--- src/rtl/if_fetch_if.sv ---
// Fetch-stage bundle: PC/flush inputs, IF/ID valid/ready handshake and the
// byte-wide memory controller port. master = fetch stage, slave = its environment.
interface if_fetch_if;
    logic [31:0] pc_i;
    logic        flush_i;
    logic        inst_ready_i;
    logic        inst_valid_o;
    logic [31:0] inst_o;
    logic [31:0] inst_addr_o;
    logic        stallreq_o;
    logic        mem_req_o;
    logic [31:0] mem_addr_o;
    logic        mem_gnt_i;
    logic        mem_rvalid_i;
    logic [7:0]  mem_rdata_i;

    modport master (
        input  pc_i, flush_i, inst_ready_i, mem_gnt_i, mem_rvalid_i, mem_rdata_i,
        output inst_valid_o, inst_o, inst_addr_o, stallreq_o, mem_req_o, mem_addr_o
    );

    modport slave (
        output pc_i, flush_i, inst_ready_i, mem_gnt_i, mem_rvalid_i, mem_rdata_i,
        input  inst_valid_o, inst_o, inst_addr_o, stallreq_o, mem_req_o, mem_addr_o
    );
endinterface

--- src/rtl/if_fetch.sv ---
// Instruction fetch stage: direct-mapped one-word I-cache in front of a byte-wide
// memory port, with valid/ready output handshake and flush/drain on redirect.
//
// state   | meaning
// IDLE    | no instruction held; every non-flush cycle is a lookup
// FETCH   | miss in progress; requesting / collecting 4 bytes
// VALID   | inst_o held until accepted; transfer cycle doubles as lookup
// DRAIN   | fetch aborted; swallowing rvalids of already-granted bytes
module if_fetch #(
    parameter int IDX_W = 6
) (
    input  logic   clk,
    input  logic   rst,
    if_fetch_if.master bus
);
    localparam logic [1:0] S_IDLE  = 2'd0;
    localparam logic [1:0] S_FETCH = 2'd1;
    localparam logic [1:0] S_VALID = 2'd2;
    localparam logic [1:0] S_DRAIN = 2'd3;
    localparam int N_ENT = 1 << IDX_W;
    localparam int TAG_W = 30 - IDX_W;

    logic [1:0]       state;
    logic [31:0]      cur_pc;
    logic [2:0]       req_cnt;
    logic [1:0]       rv_cnt;
    logic [2:0]       out_cnt;
    logic [2:0]       out_nxt;
    logic [23:0]      byte_buf;
    logic             inst_valid;
    logic [31:0]      inst;
    logic [31:0]      inst_addr;

    logic [N_ENT-1:0] c_valid;
    logic [TAG_W-1:0] c_tag  [N_ENT];
    logic [31:0]      c_data [N_ENT];

    logic [31:0]      pc_al;
    logic [IDX_W-1:0] lk_idx;
    logic [IDX_W-1:0] wr_idx;
    logic             hit;
    logic             lookup;
    logic             mem_req;
    logic             gnt_ok;
    logic             rv_ok;
    logic             c_wr;

    always_comb begin
        pc_al   = bus.pc_i & ~32'h3;
        lk_idx  = pc_al[IDX_W+1:2];
        wr_idx  = cur_pc[IDX_W+1:2];
        hit     = c_valid[lk_idx] && (c_tag[lk_idx] == pc_al[31:IDX_W+2]);
        lookup  = !bus.flush_i &&
                  (state == S_IDLE || (state == S_VALID && bus.inst_ready_i));
        mem_req = (state == S_FETCH) && !req_cnt[2];
        gnt_ok  = mem_req && bus.mem_gnt_i;
        // An rvalid with nothing outstanding is stray and must not count.
        rv_ok   = bus.mem_rvalid_i && (out_cnt != 3'd0);
        out_nxt = out_cnt + {2'b00, gnt_ok} - {2'b00, rv_ok};
        c_wr    = !rst && (state == S_FETCH) && !bus.flush_i && rv_ok && (rv_cnt == 2'd3);
    end

    assign bus.mem_req_o    = mem_req;
    assign bus.mem_addr_o   = mem_req ? (cur_pc + {29'd0, req_cnt}) : 32'd0;
    assign bus.stallreq_o   = (state == S_FETCH) || (state == S_DRAIN);
    assign bus.inst_valid_o = inst_valid;
    assign bus.inst_o       = inst;
    assign bus.inst_addr_o  = inst_addr;

    always_ff @(posedge clk) begin
        if (c_wr) begin
            c_tag[wr_idx]  <= cur_pc[31:IDX_W+2];
            c_data[wr_idx] <= {bus.mem_rdata_i, byte_buf};
        end
    end

    always_ff @(posedge clk) begin
        if (rst) begin
            state      <= S_IDLE;
            cur_pc     <= 32'd0;
            req_cnt    <= 3'd0;
            rv_cnt     <= 2'd0;
            out_cnt    <= 3'd0;
            byte_buf   <= 24'd0;
            inst_valid <= 1'b0;
            inst       <= 32'd0;
            inst_addr  <= 32'd0;
            c_valid    <= '0;
        end else begin
            out_cnt <= out_nxt;
            if (c_wr)
                c_valid[wr_idx] <= 1'b1;
            case (state)
                S_IDLE, S_VALID: begin
                    if (bus.flush_i) begin
                        state      <= S_IDLE;
                        inst_valid <= 1'b0;
                    end else if (lookup) begin
                        if (hit) begin
                            state      <= S_VALID;
                            inst_valid <= 1'b1;
                            inst       <= c_data[lk_idx];
                            inst_addr  <= pc_al;
                        end else begin
                            state      <= S_FETCH;
                            inst_valid <= 1'b0;
                            cur_pc     <= pc_al;
                            req_cnt    <= 3'd0;
                            rv_cnt     <= 2'd0;
                        end
                    end
                end
                S_FETCH: begin
                    if (gnt_ok)
                        req_cnt <= req_cnt + 3'd1;
                    if (bus.flush_i) begin
                        state <= (out_nxt != 3'd0) ? S_DRAIN : S_IDLE;
                    end else if (rv_ok) begin
                        rv_cnt <= rv_cnt + 2'd1;
                        case (rv_cnt)
                            2'd0: byte_buf[7:0]   <= bus.mem_rdata_i;
                            2'd1: byte_buf[15:8]  <= bus.mem_rdata_i;
                            2'd2: byte_buf[23:16] <= bus.mem_rdata_i;
                            default: begin
                                state      <= S_VALID;
                                inst_valid <= 1'b1;
                                inst       <= {bus.mem_rdata_i, byte_buf};
                                inst_addr  <= cur_pc;
                            end
                        endcase
                    end
                end
                S_DRAIN: begin
                    if (out_nxt == 3'd0)
                        state <= S_IDLE;
                end
                default: state <= S_IDLE;
            endcase
        end
    end
endmodule

--- src/flat_wrapper.sv ---
// flat-port wrapper written by rule: the top's interface ports become plain ports
module if_fetch_flat 
#(
    parameter int IDX_W = 6
)
  (clk, rst, bus_pc_i, bus_flush_i, bus_inst_ready_i, bus_mem_gnt_i, bus_mem_rvalid_i, bus_mem_rdata_i, bus_inst_valid_o, bus_inst_o, bus_inst_addr_o, bus_stallreq_o, bus_mem_req_o, bus_mem_addr_o);
  if_fetch_if bus_i ();
  input  logic clk;
  input  logic rst;
  input wire logic [$bits(bus_i.pc_i)-1:0] bus_pc_i;
  input wire logic [$bits(bus_i.flush_i)-1:0] bus_flush_i;
  input wire logic [$bits(bus_i.inst_ready_i)-1:0] bus_inst_ready_i;
  input wire logic [$bits(bus_i.mem_gnt_i)-1:0] bus_mem_gnt_i;
  input wire logic [$bits(bus_i.mem_rvalid_i)-1:0] bus_mem_rvalid_i;
  input wire logic [$bits(bus_i.mem_rdata_i)-1:0] bus_mem_rdata_i;
  output wire logic [$bits(bus_i.inst_valid_o)-1:0] bus_inst_valid_o;
  output wire logic [$bits(bus_i.inst_o)-1:0] bus_inst_o;
  output wire logic [$bits(bus_i.inst_addr_o)-1:0] bus_inst_addr_o;
  output wire logic [$bits(bus_i.stallreq_o)-1:0] bus_stallreq_o;
  output wire logic [$bits(bus_i.mem_req_o)-1:0] bus_mem_req_o;
  output wire logic [$bits(bus_i.mem_addr_o)-1:0] bus_mem_addr_o;
  assign bus_i.pc_i = bus_pc_i;
  assign bus_i.flush_i = bus_flush_i;
  assign bus_i.inst_ready_i = bus_inst_ready_i;
  assign bus_i.mem_gnt_i = bus_mem_gnt_i;
  assign bus_i.mem_rvalid_i = bus_mem_rvalid_i;
  assign bus_i.mem_rdata_i = bus_mem_rdata_i;
  assign bus_inst_valid_o = bus_i.inst_valid_o;
  assign bus_inst_o = bus_i.inst_o;
  assign bus_inst_addr_o = bus_i.inst_addr_o;
  assign bus_stallreq_o = bus_i.stallreq_o;
  assign bus_mem_req_o = bus_i.mem_req_o;
  assign bus_mem_addr_o = bus_i.mem_addr_o;
  if_fetch #(.IDX_W(IDX_W)) u_core (.clk(clk), .rst(rst), .bus(bus_i));
endmodule
--- config.mk ---
export PLATFORM = sky130hd
export DESIGN_NAME = if_fetch_flat
export DESIGN_NICKNAME = d
export VERILOG_FILES = /design/src/rtl/if_fetch_if.sv /design/src/rtl/if_fetch.sv /design/src/flat_wrapper.sv
export SDC_FILE = /design/constraint.sdc
export NUM_CORES = 2
export LEC_CHECK = 0
export BUFFER_PORTS_ARGS = -buffer_cell sky130_fd_sc_hd__buf_2
export CAP_MARGIN = 0
export CORE_ASPECT_RATIO = 0.75
export CORE_MARGIN = 1.5
export CORE_UTILIZATION = 53
export DETAILED_ROUTE_END_ITERATION = 10
export HOLD_SLACK_MARGIN = 0.03
export PLACE_DENSITY = 0.69
export REMOVE_ABC_BUFFERS = 1
export SLEW_MARGIN = 20
export SYNTH_ARGS = -nofsm -noshare
export SYNTH_HDL_FRONTEND = slang
export SYNTH_SLANG_ARGS = --single-unit
--- constraint.sdc ---
create_clock -name clk -period 7 [get_ports clk]
set_clock_uncertainty 0.15 [all_clocks]
set_input_delay 0.7 -clock clk [delete_from_list [all_inputs] [get_ports clk]]
set_output_delay 0.7 -clock clk [all_outputs]
set_load 0.01 [all_outputs]
# Word-level counts from Yosys, hierarchy flattened
# Memory sizes are Yosys's and may differ from the RTL's.
# Cells that the tools add are included.
dict set report op_classes {
  bitwise_logic 3
  n_addsub 5
  n_reduce_logical 33
  eq_ne 19
  n_lt_le_gt_ge 3
  n_mux 48
}
# operator count
set op_table {}
lappend op_table {{two-way mux 32 bit} 13}
lappend op_table {{one-hot mux 32 bit (2 select lines)} 2}
lappend op_table {{OR 64 bit} 1}
lappend op_table {{adder 32 x 3 -> 32 bit} 1}
lappend op_table {{two-way mux 2 bit} 13}
lappend op_table {{== test 24 bit} 1}
lappend op_table {{AND reduction 4 bit} 5}
lappend op_table {{less-than comparator 6 x 7 -> 1 bit (second input constant)} 2}
lappend op_table {{two-way mux 3 bit} 4}
lappend op_table {{logical AND 1 bit} 11}
lappend op_table {{two-way mux 1 bit} 10}
lappend op_table {{inequality test 2 bit (second input constant)} 5}
lappend op_table {{AND reduction 5 bit} 2}
lappend op_table {{== test 2 bit (second input constant)} 4}
lappend op_table {{inequality test 2 x 1 -> 1 bit (second input constant)} 4}
lappend op_table {{AND reduction 7 bit} 1}
lappend op_table {{binary-select mux 1 bit (select 6 bit)} 1}
lappend op_table {{demux 1 bit (select 6 bit)} 1}
lappend op_table {{>= comparator 6 x 1 -> 1 bit (second input constant)} 1}
lappend op_table {{inequality test 3 x 2 -> 1 bit (second input constant)} 2}
lappend op_table {{one-hot mux 2 bit (3 select lines)} 1}
lappend op_table {{one-hot mux 3 bit (2 select lines)} 1}
lappend op_table {{AND reduction 6 bit} 1}
lappend op_table {{nonzero test 3 bit} 2}
lappend op_table {{16 further kinds} 22}
dict set report totals {
  input_bits 46
  word_cells 125
  mem_count 2
  ram_bits 3584
  register_bits 193
  out_inout_bits 99
}
# name words width read_ports rd_ports_with_merged_regs write_ports line
set mem_list {}
lappend mem_list {u_core.c_data 64 32 1 0 1 if_fetch.sv:36} ;# logic [31:0] c_data [N_ENT];
lappend mem_list {u_core.c_tag 64 24 1 0 1 if_fetch.sv:35} ;# logic [TAG_W-1:0] c_tag [N_ENT];

# Logic depth before layout (Yosys ltp)
dict set report logic_depth {
  word_depth 9
  depth_mapped 21
  mapped_depth_nobuf 14
}

# Worst setup path before layout
# No wires, ideal clock.
dict set report synth_path {
  path_kind {input-to-reg}
  start {input port bus_flush_i}
  end {memory u_core.c_data[3][0], enable pin}
  t_required_ps 6378
  t_arrival_ps 4637
  setup_slack_ps 1741
  cell_stages 7
  setup_ps 472
  path_buffers 2
  path_cell_list {clkbuf_1 -> nor3_1 -> nand2_1 -> or2_2 -> or3_1 -> clkbuf_1 -> nor2_1}
}
dict set report synth_between {
  elab_chain_cells 6
}
# item line
set synth_rtl {}
lappend synth_rtl {{from (decl)} flat_wrapper.sv:11} ;# input wire logic [$bits(bus_i.flush_i)-1:0] bus_flush_i;
lappend synth_rtl {{zero test 1 bit} if_fetch.sv:60} ;# c_wr = !rst && (state == S_FETCH) && !bus.flush_i && rv_ok && (rv_cnt == 2'd3);
lappend synth_rtl {{logical AND 1 bit (3 in series)} if_fetch.sv:60}
lappend synth_rtl {{two-way mux 1 bit} if_fetch.sv:71} ;# if (c_wr) begin
lappend synth_rtl {{two-way mux 1 bit (implied by the code)} if_fetch.sv:73} ;# c_data[wr_idx] <= {bus.mem_rdata_i, byte_buf};
lappend synth_rtl {{to (decl)} if_fetch.sv:36}
# Every way passes these cells.

# Final worst setup path
dict set report layout_path {
  start {register u_core.state[0]}
  end {memory u_core.c_data[47][2], enable pin}
}
dict set report layout_between {
  elab_chain_cells 7
}
# item line
set layout_rtl {}
lappend layout_rtl {{from (decl)} if_fetch.sv:23} ;# logic [1:0] state;
lappend layout_rtl {{from (signal assigned)} if_fetch.sv:117} ;# state <= (out_nxt != 3'd0) ? S_DRAIN : S_IDLE;
lappend layout_rtl {{== test 2 x 1 -> 1 bit} if_fetch.sv:60}
lappend layout_rtl {{logical AND 1 bit (4 in series)} if_fetch.sv:60}
lappend layout_rtl {{two-way mux 1 bit} if_fetch.sv:71}
lappend layout_rtl {{two-way mux 1 bit (implied by the code)} if_fetch.sv:73}
# Every way passes these cells.

==> impl_metrics.toml <==
[run_status]
status = "complete, no violations"

[final_layout]
design.final.nets = 7401
post_layout_nonfiller_instances = 11340
seqCellArea_mm2 = 0.1115
layout.cell_area.non_filler_mm2 = 0.1654
ratio_of_cells_with_drive_above_1_in_the_final_layout_pct = 27.30
layout-area-overhead-vs-synth_pct = 12.26
num-fill-cells = 19360
multi_input_area_mm2 = 0.03411

[worst_setup_path]
cp-end-kind = "register"
cp_slowest_stage_delay_ns = 1.29
worstPathMaxFanout = 28
crit_chain = "nand2b_1 -> nor3_2 -> nand4_1 -> nor2_4 -> buf_4"
critical_path.startpoint_type = "register"
critical_path_class = "reg2reg"
worst-endpoint-arrival_ns = 5.97
critical_path_data_required_time_ns = 7.39
crit_slowest_cell = "sky130_fd_sc_hd__nor2_4"

[route]
postRouteAntennaNets = 0
drcViolationCount = 0
drt_first_iter_violations = 14800
routedWlPerCell_um = 38.21
drt_pass_1_iters = 8
route.vias.total = 78900
vias_per_cell = 6.955
totalWireLength_mm = 433.5

[clock_tree]
postCtsHoldBufs = 0
ctsHtreeMaxLevel = 5
clockBufferDepth = 4
cts.repair_timing.setup_buffer_count = 0
cts-resized-gates = 0
cts.root.buffer_cell = "sky130_fd_sc_hd__clkbuf_16"
clk_transition_reported_paths_ns = 0.07
cts_buffers = 347
clkSinkCount = 3775
clk-insertion-delay-late_ns = 0.91
tritoncts_clock_tree = "yes"

[worst_hold_path]
min-delay-path-class = "in2reg"

[logic_synthesis]
postSynthAreaPerCell_um2 = 21.19
cell_area_after_synthesis_mm2 = 0.1473
synth_cell_types = 81
postSynthRegisterBits = 3775
async_reset_ff_share_pct = 0
synth_compound_area_share_pct = 2.263
synth_enable_flop_cells = 3584
synthFlopType = "sky130_fd_sc_hd__edfxtp_1"
post_synth_and_or_nand_nor_area_fraction_pct = 3.108
post_synth_fa_ha_maj_area_fraction_pct = 0.09853
synth_warnings = 0
ys_seq_area_share_pct = 75.66
proportion_of_synthesized_area_in_mux_cells_pct = 17.00
synth_top_family_by_area = "multiplexers"
synthCells = 6952
synth_xor_xnor_area_share_pct = 0.2973

[grt]
grt_pass1_vias = 75680
grt_first_pass_wirelength_mm = 596.6
grt_overflow_total = 0
gr-usage-all-layers_pct = 30.72
pin_count_of_the_biggest_net_entering_global_routing = 124
number_of_antenna_violations_at_the_first_check_in_global_routing = 21

[die]
pin_count = 145
rows = 167
fp.dieH_um = 459.6
start_util_pct = 53.33
core-area_mm2 = 0.2762
dieArea_mm2 = 0.2811
floorplan.die.width_um = 611.8

[timing]
number_of_setup_violations_in_the_final_report = 0
finalWorstPathRequiredPeriod_ns = 5.580
fin_hold_ws_ns = 0.09995
slew_headroom_pct = 16.14
fin_crit_sh_pct = 79.72
timing_max_transition_violations_final = 0
number_of_endpoints_with_negative_hold_slack_in_the_final_report = 0
highest_clock_rate_mhz = 179.2
final.setup.tns_ns = 0
tightestPinTransition_ns = 1.255
rsz0062_at_grt = "false"

[placement]
place.gp.congestion = 0.8602
place.port_buffers = 140
detailed_place_hpwl_mm = 237.4
dp.cells = 10710
placedInstanceArea_mm2 = 0.1544

[power_and_ir_drop]
cellPowerDensity_mw_per_mm2 = 280.4
power.ir.vdd_worst_uv = 311.1
power.static_leakage_uw = 0.05143

[flow_run]
drv_cap = 0
-- cell usage after synthesis, types with 35 or more instances --
master | instances | share of area, %
sky130_fd_sc_hd__nand2_1 | 186 | 0.47
sky130_fd_sc_hd__and3_1 | 36 | 0.15
sky130_fd_sc_hd__buf_1 | 40 | 0.10
sky130_fd_sc_hd__and4b_1 | 54 | 0.37
sky130_fd_sc_hd__o211ai_1 | 45 | 0.23
sky130_fd_sc_hd__nor2_1 | 327 | 0.83
sky130_fd_sc_hd__a311o_1 | 53 | 0.36
sky130_fd_sc_hd__o21ai_0 | 49 | 0.17
sky130_fd_sc_hd__nor3_1 | 56 | 0.19
sky130_fd_sc_hd__buf_2 | 110 | 0.37
sky130_fd_sc_hd__nor4_1 | 62 | 0.26
sky130_fd_sc_hd__edfxtp_1 | 3584 | 73
sky130_fd_sc_hd__o22ai_1 | 35 | 0.15
sky130_fd_sc_hd__nand3_1 | 85 | 0.29
sky130_fd_sc_hd__clkbuf_1 | 198 | 0.50
sky130_fd_sc_hd__a22oi_1 | 65 | 0.33
sky130_fd_sc_hd__a21oi_1 | 110 | 0.37
sky130_fd_sc_hd__mux2i_1 | 260 | 1.8
sky130_fd_sc_hd__buf_4 | 49 | 0.25
sky130_fd_sc_hd__dfxtp_1 | 191 | 2.6
sky130_fd_sc_hd__mux4_2 | 986 | 15
-- layer usage --
metal	vias up	global-route usage (%)	wire length, um
met5	-	0	99
met2	6249	45.39	194100
met3	974	7.421	59020
li1	29940	-	-
met4	14	11.10	18040
met1	41720	45.10	162200
-- metrics by stage --
stage	power, uW	utilization (%)	setup WS (ns)
floorplan	26740	-	-9.764
global placement	28060	55.85	0.7960
detailed placement	28140	55.89	0.7466
CTS	46420	59.85	1.600
global route	47370	59.86	1.387
finish	46380	59.87	1.420
-- worst max-delay path, delay by kind of cell (launching register included) --
family | cells | cell delay [ns]
buffers and inverters | 1 | 0.50
AND/OR/NAND/NOR | 4 | 3.89
flip-flops | 1 | 0.68
-- sequential cells by signal (all words and copies together), names as in the netlist --
register                 flops
u_core.bus.inst_addr_o      30
u_core.bus.inst_o           32
u_core.bus.inst_valid_o      1
u_core.byte_buf             24
u_core.c_data             2048
u_core.c_tag              1536
u_core.c_valid              64
u_core.cur_pc               30
u_core.out_cnt               3
u_core.req_cnt               3
u_core.rv_cnt                2
u_core.state                 2
-- final cells by class --
cell class / count / area share (%)
antenna: 6 / 0.009079
clock buffer: 445 / 5.605
clock inverter: 180 / 1.004
inverter: 20 / 0.05145
multi-input combinational: 2725 / 20.62
sequential: 3775 / 67.43
tap: 3718 / 2.813
timing repair buffer: 475 / 2.465
-- path summary, 6_finish.rpt --
kind	start	endpoint	slack, ns	cells after the start
max	u_core.state[0]$_SDFFE_PP0P_	u_core.c_data[47][2]$_DFFE_PP_	1.42	5
min	bus_mem_rdata_i[6]	u_core.c_data[57][30]$_DFFE_PP_	0.1	1
max reg2reg	u_core.state[0]$_SDFFE_PP0P_	u_core.c_data[47][2]$_DFFE_PP_	1.42	5
min reg2reg	u_core.byte_buf[19]$_SDFFE_PP0P_	u_core.byte_buf[19]$_SDFFE_PP0P_	0.31	2
-- logic make-up (layout without fill, tap and decap cells) --
group / after synthesis / in the layout
compound gates: 473 / 473
mux: 1266 / 1266
simple gates: 923 / 923
flops: 3775 / 3775
xor+xnor: 50 / 50
buf+inv: 453 / 1120
fa+ha+maj: 11 / 11
other cells: 1 / 8
-- power by group --
part	internal (uW)	switching (uW)
sequential	25000	89.7
combinational	835	1840
clock	10400	8220
-- cells in the final DEF, fill, tap and decap left out, types with 85 or more instances in the layout --
cell type | synthesis | routed
sky130_fd_sc_hd__dfxtp_1 | 191 | 153
sky130_fd_sc_hd__nand2_1 | 186 | 186
sky130_fd_sc_hd__nand3_1 | 85 | 85
sky130_fd_sc_hd__edfxtp_1 | 3584 | 3584
sky130_fd_sc_hd__mux2i_1 | 260 | 260
sky130_fd_sc_hd__a21oi_1 | 110 | 110
sky130_fd_sc_hd__nor2_1 | 327 | 257
sky130_fd_sc_hd__buf_4 | 49 | 276
sky130_fd_sc_hd__clkbuf_16 | 0 | 353
sky130_fd_sc_hd__mux4_2 | 986 | 986
sky130_fd_sc_hd__buf_2 | 110 | 132
(Power assumes the default switching activity.)
